`src/rtl/ascon_round_sequencer.sv`:
```
// Ascon permutation round sequencer: walks the round index up to MAX_ROUNDS-1 and
// issues one round constant per valid/ready handshake with the round datapath.
module ascon_round_sequencer #(
    parameter int unsigned MAX_ROUNDS = 12,
    parameter int unsigned IDX_WIDTH  = 4,
    parameter bit          DONE_HOLD  = 1'b1
) (
    input  logic                 clk,
    input  logic                 rst_n,
    input  logic                 start_i,
    input  logic [IDX_WIDTH-1:0] rounds_i,
    input  logic                 abort_i,
    output logic                 ready_o,
    output logic                 err_o,
    output logic                 round_valid_o,
    input  logic                 round_ready_i,
    output logic [7:0]           rc_o,
    output logic [IDX_WIDTH-1:0] round_idx_o,
    output logic                 last_round_o,
    output logic                 done_o,
    input  logic                 done_ack_i
);

    typedef enum logic [1:0] {
        S_IDLE = 2'd0,
        S_RUN  = 2'd1,
        S_DONE = 2'd2
    } state_e;

    localparam logic [IDX_WIDTH-1:0] MAX_IDX  = IDX_WIDTH'(MAX_ROUNDS);
    localparam logic [IDX_WIDTH-1:0] LAST_IDX = IDX_WIDTH'(MAX_ROUNDS - 1);

    state_e               state_q, state_d;
    logic [IDX_WIDTH-1:0] idx_q, idx_d;
    logic                 err_q, err_d;
    logic                 rounds_ok;
    logic                 in_run;

    assign rounds_ok = (rounds_i != '0) && (rounds_i <= MAX_IDX);

    // State register
    always_ff @(posedge clk) begin
        if (!rst_n) begin
            state_q <= S_IDLE;
            idx_q   <= '0;
            err_q   <= 1'b0;
        end else begin
            state_q <= state_d;
            idx_q   <= idx_d;
            err_q   <= err_d;
        end
    end

    // Next-state logic; abort overrides every normal transition
    always_comb begin
        state_d = state_q;
        idx_d   = idx_q;
        err_d   = 1'b0;
        if (abort_i) begin
            state_d = S_IDLE;
            idx_d   = '0;
        end else begin
            case (state_q)
                S_IDLE: begin
                    if (start_i) begin
                        if (rounds_ok) begin
                            state_d = S_RUN;
                            idx_d   = MAX_IDX - rounds_i;
                        end else begin
                            err_d = 1'b1;
                        end
                    end
                end
                S_RUN: begin
                    // An index past the last round can only come from corruption
                    if (idx_q > LAST_IDX) begin
                        state_d = S_IDLE;
                        idx_d   = '0;
                    end else if (round_ready_i) begin
                        if (idx_q == LAST_IDX) begin
                            state_d = S_DONE;
                        end else begin
                            idx_d = idx_q + IDX_WIDTH'(1);
                        end
                    end
                end
                S_DONE: begin
                    if (!DONE_HOLD || done_ack_i) begin
                        state_d = S_IDLE;
                        idx_d   = '0;
                    end
                end
                default: begin
                    state_d = S_IDLE;
                    idx_d   = '0;
                end
            endcase
        end
    end

    // Outputs decode registered state only
    assign in_run        = (state_q == S_RUN);
    assign ready_o       = (state_q == S_IDLE);
    assign err_o         = err_q;
    assign round_valid_o = in_run;
    assign done_o        = (state_q == S_DONE);
    assign round_idx_o   = idx_q;
    assign rc_o          = in_run ? {4'hF - idx_q[3:0], idx_q[3:0]} : 8'h00;
    assign last_round_o  = in_run && (idx_q == LAST_IDX);

endmodule
```
`config.mk`:
```
export PLATFORM = sky130hd
export DESIGN_NAME = ascon_round_sequencer
export DESIGN_NICKNAME = d
export VERILOG_FILES = /design/src/rtl/ascon_round_sequencer.sv
export SDC_FILE = /design/constraint.sdc
export NUM_CORES = 1
export LEC_CHECK = 0
export ABC_AREA = 1
export CAP_MARGIN = 5
export CORE_AREA = 8 8 50 48
export CTS_BUF_LIST = sky130_fd_sc_hd__clkbuf_8
export CTS_CLUSTER_SIZE = 28
export DETAILED_ROUTE_END_ITERATION = 8
export DIE_AREA = 0 0 58 56
export PLACE_DENSITY = 0.86
export SLEW_MARGIN = 25
export SYNTH_ARGS = -nofsm -noshare
export SYNTH_HDL_FRONTEND = slang
export SYNTH_SLANG_ARGS = --single-unit
```
`constraint.sdc`:
```
create_clock -name clk -period 1.55 [get_ports clk]
set_input_delay 0.31 -clock clk [delete_from_list [all_inputs] [get_ports clk]]
set_output_delay 0.31 -clock clk [all_outputs]
set_load 0.05 [all_outputs]
```
== Word level (Yosys, flattened, before mapping) ==
Cells that the tools add are included.

* Flip-flop bits (word level): 7
* Input bits: 10
* Output and inout bits: 17
* Word-level logic and storage cells: 44

* Add/subtract/negate cells: 3
* $lt $le $gt $ge: 2
* Eq/ne operators: 9
* Mux-type cells: 16
* Bitwise gates (word level): 3
* Reduce and logical (&&, ||, !) cells: 8

{| class="wikitable"
|+ Operators with widths
! kind !! number
|-
| two-way mux 4 bit || 6
|-
| two-way mux 2 bit || 6
|-
| one-hot mux 4 bit (3 select lines) || 1
|-
| AND reduction 5 bit || 2
|-
| two-way mux 8 bit || 1
|-
| subtractor 4 bit (first input constant) || 2
|-
| one-hot mux 2 bit (3 select lines) || 1
|-
| adder 4 x 1 -> 4 bit (second input constant) || 1
|-
| equality test 4 bit (second input constant) || 1
|-
| greater-than comparator 4 bit (second input constant) || 1
|-
| less-or-equal comparator 4 bit (second input constant) || 1
|-
| inequality test 2 x 1 -> 1 bit (second input constant) || 2
|-
| nonzero test 4 bit || 1
|-
| OR reduction 4 bit || 1
|-
| inequality test 3 x 1 -> 1 bit (second input constant) || 1
|-
| inequality test 3 x 2 -> 1 bit (second input constant) || 1
|-
| inequality test 3 bit (second input constant) || 1
|-
| NOT 1 bit || 3
|-
| equality test 2 x 1 -> 1 bit (second input constant) || 1
|-
| equality test 2 bit (second input constant) || 1
|-
| logical AND 1 bit || 2
|-
| logical NOT 2 bit || 1
|-
| inequality test 2 bit (second input constant) || 1
|-
| OR reduction 2 bit || 1
|-
| two-way mux 1 bit || 1
|}

== Depth between registers and ports, before layout ==
* Word-level depth: 5
* Depth in mapped cells: 10

== Least setup slack after synthesis ==
Ideal clock, no wire load.

* Path kind: flip-flop to flip-flop
* Start: register idx_q[1], in the netlist round_idx_o[1]
* End: register idx_q[0], in the netlist round_idx_o[0]
* Setup time: 113 ps
* Arrival time: 1787 ps
* Data required time: 1437 ps
* Slack: -349 ps
* Stages on the path, launching flop included: 9
* Buffers on the path: 0
* Period minus slack after synthesis: 1899 ps
* Cells stage by stage: dfxtp_1 -> ha_1 -> nand3_1 -> nor2_4 -> nor2_8 -> nand2_2 -> nand2_1 -> nand2_1 -> nor2_1

* Cells in the longest elaborated chain, start to end: 3
* Elaborated cells on any way between the ends: 7
* Classes of those cells: order compare (1); eq/ne (3); mux (2); reduce/logical (1)

{| class="wikitable"
|+ RTL lines
! item !! line !! text
|-
| start: declaration || 34 || <nowiki>logic [IDX_WIDTH-1:0] idx_q, idx_d;</nowiki>
|-
| start signal: assignment || 49 || <nowiki>idx_q <= idx_d;</nowiki>
|-
| greater-than comparator 4 bit / equality test 4 bit (equally long branches) || 76, 80 ||
|-
| inequality test 3 bit (no source line) (tied with other cells) || -- ||
|-
| AND reduction 5 bit (no source line) / one-hot mux 4 bit (3 select lines) (equally long branches) || -- ||
|}

Several ways; a longest one is shown, not always the timed one.
A chain may end at the register's enable or synchronous reset.

== Worst setup path in the final report ==
* Start: register idx_q[1], in the netlist round_idx_o[1]
* End: output last_round_o

* Cells in the longest elaborated chain, start to end: 2

{| class="wikitable"
|+ RTL lines
! item !! line !! text
|-
| equality test 4 bit || 109 || <nowiki>assign last_round_o = in_run && (idx_q == LAST_IDX);</nowiki>
|-
| logical AND 1 bit || 109 ||
|-
| end: declaration || 19 || <nowiki>output logic last_round_o,</nowiki>
|}

No other way between the ends.

==> metrics.cfg <==
[status]
status=complete, no violations

[final_layout]
final_cells=162
drive_gt1_frac=0.486
nNetsFinal=159
final_common_cell=nand2_1
finalInstanceArea_um2=1260
fillCellCount=104
final_cell_mix=nand2_1, nor2_1, buf_12
fin_util=0.799
diodes=0
syn_to_final_growth_pct=102

[timing]
hold_slack_ns=0.534
fmax_mhz=676
slew_viol_final=0
setup_slack_ns=0.0699
fin_worst_skew_ns=0.00241
fin_crit_sh=0.955
min_period_ns=1.48
rsz0062_at_grt=no
tns_ns=0
slew-limit-headroom=0.800
hold_violations=0
tightestPinTransition_ns=0.299
setup_viol=0

[detailed_routing]
firstDrtPassIters=4
drt-initial-drc-count=19
vias=829
drc_errors=0
wl_per_cell_um=14.5
ant_nets=0
wl_um=2350
viasPerCell=5.12

[synth]
synth.yosys.warnings=0
yosysTopAreaCellShare=0.224
synthTopCellsByArea=dfxtp_1, nor2_1, nand2_1, inv_1, nor2_2
yosysTopAreaCell=dfxtp_1
synth-seq-area-share=0.224
postSynthCellCount=108
syn_area_um2=624
syn_nets=120
synth_area_per_cell_um2=5.78
yosysUniqueCellTypes=18
synth-seq-cells=7

[power]
p_total_mw=0.826
p_leak_nw=0.590
vdd_ir_drop_max_mv=0.634
power.density_nw_per_um2=655

[grt]
antenna_found_initial=0
grt_pass1_wl_um=3680
top_usage_layer=met2
grt_max_degree=11
grt_pass1_vias=783
met3_usage=0.0277
gr-total-overflow=0
use_met1=0.159
track_usage=0.144
met2_usage=0.255

[worst_setup_path]
slowest_delay_ns=0.37
r2r_cells=9
worstSetupEndpointType=primary output
crit_cells=4
critPathKind=reg2out
crit_required_ns=1.24
cp_data_arrival_time_ns=1.17
path_buf_inv=1
startpoint_type=flop
crit_chain=ha_4 > nand3_2 > nor2_4 > buf_12
critPathMaxFanout=4
slowest_stage=dfxtp_4
cp_top_family=flip-flops

[place]
place_congestion=0.857
port_buffers=26
postPlaceCellArea_um2=1130
hpwl_um=1640
place_inst=154
pre_cts_slack_ns=-0.333

[cts]
cts-root-to-sink-buffers=2
root_buffer=clkbuf_8
clk_pin_slew_ns=0.04
h-tree-depth=1
tritoncts=built
cts_inserted_buffers=3
clkSinkCount=7
hold_buffers=0
clk_latency_ns=0.22

[floorplan]
die_x_um=58
initial_core_util=0.396
fp.dieH_um=56
dieArea_um2=3250
coreArea_um2=1580
ioPinCount=27
rows=14

[hold_path]
holdPathStages=2
worstHoldPathType=reg2reg

[job]
maxCapViolCount=0

-- synth_stat cells --
master,count
a21oi_2,1
dfxtp_1,7
nand3_1,7
o21ai_1,1
nand2_2,5
o22ai_1,1
o21ai_0,2
nor2_2,6
ha_1,2
nor2_8,1
inv_2,3
inv_1,16
nor2_4,2
nor3_1,1
nand3b_1,1
nor2_1,26
nand2_1,23
a21oi_1,3
-- final cells by class --
class                   count  area, um^2  share of cell area
clock buffers               3        41.3              0.0328
clock inverters             1        3.75             0.00298
repair buffers             34         478               0.379
well taps                  16        20.0              0.0159
multi-input cells          82         493               0.391
flip-flops and latches      7         153               0.121
inverters                  19        71.3              0.0566
-- layer usage --
metal | vias up | share of wire
li1 | 404 | -
met1 | 383 | 0.38
met2 | 34 | 0.54
met3 | 8 | 0.064
met4 | 0 | 0.011
met5 | - | 0
-- tightest hold or removal path, cell delays in order, from the launching register on --
cell and delay (ns):
dfxtp_4 0.37, nor2_1 0.05, nor2_1 0.07
-- report_power, final --
| group | switching, mW | internal, mW | leakage (nW) | total, mW |
|---|---|---|---|---|
| sequential | 0.0191 | 0.191 | 0.0603 | 0.210 |
| combinational | 0.211 | 0.159 | 0.503 | 0.370 |
| clock | 0.0755 | 0.171 | 0.0269 | 0.246 |
-- sequential cells by signal (all words and copies together) (netlist names) --
name / flops
err_o: 1
state_q: 2
round_idx_o: 4
-- repair_timing --
action	4_1_cts	5_1_grt
pin swaps	7	2
gates resized for setup	15	8
setup buffers	1	3
endpoints found under the setup margin	15	13
-- kinds of logic (layout without fill, tap and decap cells) --
| logic type | Yosys count | in the layout | share of synthesized area |
|---|---|---|---|
| AO/OA/AOI/OAI | 8 | 8 | 0.0721 |
| adder cells (fa/ha/maj) | 2 | 2 | 0.0401 |
| buffers and inverters | 19 | 57 | 0.114 |
| flip-flops | 7 | 7 | 0.224 |
| AND/OR/NAND/NOR | 72 | 72 | 0.549 |
-- path summary, 6_finish.rpt --
kind,start,endpoint,slack [ns]
max,round_idx_o[1]$_SDFFE_PP0P_,last_round_o,0.07
min,round_idx_o[1]$_SDFFE_PP0P_,round_idx_o[1]$_SDFFE_PP0P_,0.53
min reg2reg,round_idx_o[1]$_SDFFE_PP0P_,round_idx_o[1]$_SDFFE_PP0P_,0.53
max reg2reg,state_q[1]$_SDFFE_PP0P_,round_idx_o[3]$_SDFFE_PP0P_,0.14
Power figures use the tool's default switching activity.
